===== src/rtl/inst_config_serializer_pkg.sv =====
// Shared instruction-word and config-frame layout for the CGRA instruction path.
// The PE-side field decoder uses the same constants, so both sides agree on bit positions.
package inst_config_serializer_pkg;

  localparam int INST_SIZE = 32;

  localparam int OP_MSB   = 31;
  localparam int OP_LSB   = 26;
  localparam int IMM_MSB  = 25;
  localparam int IMM_LSB  = 12;
  localparam int ARG0_MSB = 11;
  localparam int ARG0_LSB = 9;
  localparam int ARG1_MSB = 8;
  localparam int ARG1_LSB = 6;
  localparam int ARG2_MSB = 5;
  localparam int ARG2_LSB = 3;
  localparam int ARG3_MSB = 2;
  localparam int ARG3_LSB = 0;

  localparam int HDR_W        = 16;
  localparam int HDR_LAST_BIT = 15;
  localparam int HDR_PE_MSB   = 14;
  localparam int HDR_PE_LSB   = 9;
  localparam int HDR_SLOT_MSB = 8;
  localparam int HDR_SLOT_LSB = 5;

  localparam int FRAME_W = HDR_W + INST_SIZE;

  typedef enum logic {
    IDLE = 1'b0,
    SEND = 1'b1
  } state_t;

  // Low header bits stay zero; they are reserved for the loader.
  function automatic logic [HDR_W-1:0] pack_header(
    input logic                             last,
    input logic [HDR_PE_MSB-HDR_PE_LSB:0]   pe_id,
    input logic [HDR_SLOT_MSB-HDR_SLOT_LSB:0] slot
  );
    logic [HDR_W-1:0] hdr;
    hdr = '0;
    hdr[HDR_LAST_BIT]              = last;
    hdr[HDR_PE_MSB:HDR_PE_LSB]     = pe_id;
    hdr[HDR_SLOT_MSB:HDR_SLOT_LSB] = slot;
    return hdr;
  endfunction

endpackage


===== src/rtl/inst_field_packer.sv =====
// Combinational packer: decoded instruction fields in, one instruction word out.
// Exact inverse of the PE-side field decoder.
module inst_field_packer
  import inst_config_serializer_pkg::*;
(
  input  logic [OP_MSB-OP_LSB:0]     i_op,
  input  logic [IMM_MSB-IMM_LSB:0]   i_imm,
  input  logic [ARG0_MSB-ARG0_LSB:0] i_arg0,
  input  logic [ARG1_MSB-ARG1_LSB:0] i_arg1,
  input  logic [ARG2_MSB-ARG2_LSB:0] i_arg2,
  input  logic [ARG3_MSB-ARG3_LSB:0] i_arg3,
  output logic [INST_SIZE-1:0]       o_inst
);

  always_comb begin
    o_inst = '0;
    o_inst[OP_MSB:OP_LSB]     = i_op;
    o_inst[IMM_MSB:IMM_LSB]   = i_imm;
    o_inst[ARG0_MSB:ARG0_LSB] = i_arg0;
    o_inst[ARG1_MSB:ARG1_LSB] = i_arg1;
    o_inst[ARG2_MSB:ARG2_LSB] = i_arg2;
    o_inst[ARG3_MSB:ARG3_LSB] = i_arg3;
  end

endmodule


===== src/rtl/inst_config_serializer.sv =====
// Packs an instruction tuple, prefixes a routing header and streams the 48-bit frame
// MSB-first over a CFG_W-wide valid/ready config bus with back-to-back frame support.
module inst_config_serializer #(
  parameter int INST_SIZE = 32,
  parameter int CFG_W     = 8,
  parameter int PE_ID_W   = 6,
  parameter int SLOT_W    = 4
) (
  input  logic               clk,
  input  logic               rst,
  input  logic               in_valid,
  output logic               in_ready,
  input  logic [5:0]         op,
  input  logic [13:0]        imm,
  input  logic [2:0]         arg0,
  input  logic [2:0]         arg1,
  input  logic [2:0]         arg2,
  input  logic [2:0]         arg3,
  input  logic [PE_ID_W-1:0] pe_id,
  input  logic [SLOT_W-1:0]  slot,
  input  logic               last,
  output logic               cfg_valid,
  input  logic               cfg_ready,
  output logic [CFG_W-1:0]   cfg_data,
  output logic               cfg_sof,
  output logic               cfg_eof,
  output logic               prog_done,
  output logic [7:0]         inst_count
);

  import inst_config_serializer_pkg::*;

  localparam int BEATS = FRAME_W / CFG_W;
  localparam int CNT_W = $clog2(BEATS);
  localparam logic [CNT_W-1:0] LAST_BEAT = CNT_W'(BEATS - 1);

  state_t             r_state;
  logic [FRAME_W-1:0] r_shreg;
  logic [CNT_W-1:0]   r_beat_cnt;
  logic               r_last;
  logic [7:0]         r_inst_count;
  logic               r_prog_done;

  logic [INST_SIZE-1:0] w_inst;
  logic [FRAME_W-1:0]   w_frame;
  logic                 w_send;
  logic                 w_at_eof;
  logic                 w_beat_hs;
  logic                 w_frame_done;
  logic                 w_accept;

  inst_field_packer u_packer (
    .i_op   (op),
    .i_imm  (imm),
    .i_arg0 (arg0),
    .i_arg1 (arg1),
    .i_arg2 (arg2),
    .i_arg3 (arg3),
    .o_inst (w_inst)
  );

  assign w_frame      = {pack_header(last, pe_id, slot), w_inst};
  assign w_send       = (r_state == SEND);
  assign w_at_eof     = w_send && (r_beat_cnt == LAST_BEAT);
  assign w_beat_hs    = w_send && cfg_ready;
  assign w_frame_done = w_at_eof && cfg_ready;
  // Accepting on the eof handshake keeps the bus busy every cycle across frames.
  assign in_ready     = (r_state == IDLE) || w_frame_done;
  assign w_accept     = in_valid && in_ready;

  always_ff @(posedge clk) begin
    if (rst) begin
      r_state      <= IDLE;
      r_shreg      <= '0;
      r_beat_cnt   <= '0;
      r_last       <= 1'b0;
      r_inst_count <= 8'd0;
      r_prog_done  <= 1'b0;
    end else begin
      r_prog_done <= 1'b0;
      if (w_frame_done) begin
        if (r_last) begin
          r_inst_count <= 8'd0;
          r_prog_done  <= 1'b1;
        end else if (r_inst_count != 8'hFF) begin
          r_inst_count <= r_inst_count + 8'd1;
        end
      end

      if (w_accept) begin
        r_state    <= SEND;
        r_shreg    <= w_frame;
        r_beat_cnt <= '0;
        r_last     <= last;
      end else if (w_beat_hs) begin
        // After the final shift the register is all zero, so cfg_data reads 0 in IDLE.
        r_shreg    <= r_shreg << CFG_W;
        r_beat_cnt <= r_beat_cnt + CNT_W'(1);
        if (w_frame_done) begin
          r_state <= IDLE;
        end
      end
    end
  end

  assign cfg_valid  = w_send;
  assign cfg_data   = r_shreg[FRAME_W-1 -: CFG_W];
  assign cfg_sof    = w_send && (r_beat_cnt == '0);
  assign cfg_eof    = w_at_eof;
  assign prog_done  = r_prog_done;
  assign inst_count = r_inst_count;

endmodule


===== config.mk =====
export PLATFORM = sky130hd
export DESIGN_NAME = inst_config_serializer
export DESIGN_NICKNAME = d
export VERILOG_FILES = /design/src/rtl/inst_config_serializer_pkg.sv /design/src/rtl/inst_field_packer.sv /design/src/rtl/inst_config_serializer.sv
export SDC_FILE = /design/constraint.sdc
export NUM_CORES = 1
export LEC_CHECK = 0
export ABC_AREA = 0
export ABC_CLOCK_PERIOD_IN_PS = 5220
export BUFFER_PORTS_ARGS = -buffer_cell sky130_fd_sc_hd__buf_2
export CORE_MARGIN = 2
export CORE_UTILIZATION = 30
export DETAILED_ROUTE_END_ITERATION = 10
export MAX_ROUTING_LAYER = met4
export REMOVE_ABC_BUFFERS = 1
export SYNTH_ARGS = -nofsm -noshare
export SYNTH_HDL_FRONTEND = slang
export SYNTH_SLANG_ARGS = --single-unit

===== constraint.sdc =====
create_clock -name clk -period 5.22 [get_ports clk]
set_clock_uncertainty 0.1 [all_clocks]
set_input_delay 1.044 -clock clk [delete_from_list [all_inputs] [get_ports clk]]
set_output_delay 1.044 -clock clk [all_outputs]
set_load 0.01 [all_outputs]

==> flow_metrics.tcl <==
set metrics [dict create \
    status "finished clean" \
    rsz0062_at_grt "no" \
    grt_pass1_vias 2095 \
    power.switching_w 0.000244 \
    min_path_cells 2 \
    ir_drop_mv 0.164 \
    ctsResizeCount 0 \
    powerDensity_nw_per_um2 326 \
    io_buffers 67 \
    ys_seq_elements 62 \
    synthTopCellsByArea "dfxtp_1 (49%), a22oi_1 (12%), nand2_1 (11%)" \
    syn_avg_cell_area_sq_um 8.57 \
    rows 33 \
    synth_compound_area_frac 0.220 \
    p_comb_frac 0.089 \
    clock_latency_ns 0.33 \
    grt_use_total 0.149 \
    cts_tree "done" \
    drc 0 \
    min_path_type "flip-flop to flip-flop" \
    root_buffer "clkbuf_8" \
    yosysMostFrequentCell "nand2_1" \
    htreeDepth 3 \
    diodes 0 \
    synth_fa_ha_area_frac 0.0198 \
    finalCritPeriodShare 0.559 \
    first_iter_violations 103 \
    synth_top_family_by_area "compound AO/OA/AOI/OAI gates" \
    period_needed_ns 2.92 \
    synth_top_area_cell "dfxtp_1" \
    critPathRequiredTime_ns 4.08 \
    first_pass_iters 5 \
    p_sw_frac 0.242 \
    leakagePower_nw 1.31 \
    tns_ns 0 \
    relSlewSlack 0.307 \
    drv_slew 0 \
    grt_max_degree 35 \
    antenna_found_initial 0 \
    syn_inst 295 \
    hpwl_um 4260 \
    startpoint_type "input port" \
    post-cts-setup-buffers 0 \
    synthFlopType "dfxtp_1" \
    die_w_um 95.8 \
    die_height_um 95.8 \
    rrSetupSlack_ns 2.71 \
    vias_per_cell 4.86 \
    min_from "r_shreg[28]" \
    yosysSeqAreaShare 0.491 \
    layout_setup_ws_ns 2.30 \
    num_io_pins 68 \
    critPathMaxFanout 5 \
    critPathKind "input port to output pin" \
    vias 2234 \
    yosys_warnings 0 \
    wl_per_cell_um 13.7 \
    postRouteAntennaNets 0 \
    core_sq_um 8180 \
    cts_hold_buffers 0 \
    worstPathArrival_ns 1.77 \
    drt-total-wl_um 6310 \
    ctsLongestPathBuffers 2 \
    min_to "r_shreg[36]" \
    max_clock_freq_ghz 0.343 \
    start_util 0.309 \
    stdcell_area_sq_um 3090 \
    syn_area_sq_um 2530 \
    synth_common_cells "nand2_1 (75), dfxtp_1 (62), a22oi_1 (42)" \
    power.internal_w 0.000763 \
    netlist.area_leader.share 0.491 \
    synthXorXnorAreaFrac 0.0104 \
    pwr-share-seq 0.506 \
    pre_cts_ws_ns 2.21 \
    area_growth_syn_to_layout_pct 22.3 \
    tightest_slew_ns 1.04 \
    grt_pass1_wl_um 10100 \
    synthMuxAreaShare 0.00792 \
    finish.net_count 402 \
    synth-edff-count 0 \
    p_clk_frac 0.405 \
    fin_hold_ws_ns 0.353 \
    dpl_cell_area_sq_um 2900 \
    cp-end-kind "output pin" \
    path_clk_slew_ns 0.06 \
    numCtsBuffers 9 \
    hold_viol 0 \
    setup_viol 0 \
    synth.distinct_cells 35 \
    drive_gt1_frac 0.259 \
    cts.sinks 62 \
    place.gp.congestion 0.778 \
    r2r-end "r_shreg[47]" \
    gr-total-overflow 0 \
    dp.cells 445 \
    synthArstFlopShare 0 \
    die-area_sq_um 9170 \
    r2r_start "r_beat_cnt[0]" \
    yosys.area_share.simple 0.189 \
    r2r_cells 5 \
    stdcell_count 460 \
    maxCapViolations 0 \
]
[sequential cells by signal (all words and copies together) (netlist names)]
register,flops
prog_done,1
r_beat_cnt,3
cfg_valid,1
r_shreg,48
r_last,1
inst_count,8
[metal layers]
metal | vias up | global-route usage | wire length, um
met5 | - | - | 0
met4 | 0 | 0.0464 | 31
met3 | 2 | 0.0439 | 380
met2 | 68 | 0.225 | 2850
met1 | 1024 | 0.194 | 3050
li1 | 1140 | - | -
[cells in the final DEF (no fill, tap or decap), types with 2 or more instances in the layout]
cell type	Yosys	final
or4_1	2	2
o31ai_1	2	2
dfxtp_1	62	62
ha_1	4	4
inv_1	4	4
nor2_1	16	16
nand4_1	3	3
xnor2_1	2	2
a22oi_1	42	42
clkbuf_8	0	10
clkinv_2	0	2
nand2b_1	2	2
nor3_1	5	5
nand2_1	75	75
a21oi_1	14	14
or3_1	2	2
o21ai_0	15	15
buf_4	9	4
buf_2	8	67
[worst max-delay path, cell delays in order]
cell and delay (ns):
buf_2 0.13, nand4_1 0.27, nand2_1 0.19, buf_2 0.15
[worst max path at each step]
stage	depth (start not counted)	startpoint	to	slack (ns)
after detailed placement	5	cfg_ready	r_shreg[33]	2.21
after global placement	5	cfg_ready	r_beat_cnt[0]	2.28
after global routing	4	cfg_ready	in_ready	2.24
after CTS	4	cfg_ready	in_ready	2.29
after floorplan	4	cfg_ready	r_shreg[10]	1.99
final	4	cfg_ready	in_ready	2.30
[through the flow]
step,utilization,total power (W)
CTS,0.378,0.00102
finish,0.378,0.00101
floorplan,-,0.000562
detailed placement,0.355,0.000610
global placement,0.355,0.000608
global route,0.378,0.00105
[final cells by class]
type	count	area [sq um]
Clock buffer	11	141
Clock inverter	4	47.5
Fill cell	857	5080
Inverter	4	15.0
Multi-Input combinational cell	203	1150
Sequential cell	62	1240
Tap cell	105	131
Timing Repair Buffer	71	365
[cell families after synthesis]
group / after synthesis
buffers and inverters: 30
xor gates and xnor gates: 3
AOI/OAI and AO/OA: 81
adders and majority gates: 4
and+or+nand+nor: 113
DFF: 62
muxes: 2
[power by group through the flow]
stage | Sequential, W | Clock (W) | Combinational [W]
2_1_floorplan | 0.000519 | 0 | 0.0000431
5_1_grt | 0.000512 | 0.000441 | 0.000101
3_3_place_gp | 0.000520 | 0 | 0.0000887
6_report | 0.000510 | 0.000407 | 0.0000896
3_5_place_dp | 0.000520 | 0 | 0.0000905
4_1_cts | 0.000510 | 0.000419 | 0.0000909
Note: power is estimated with default switching activity, not from simulation.
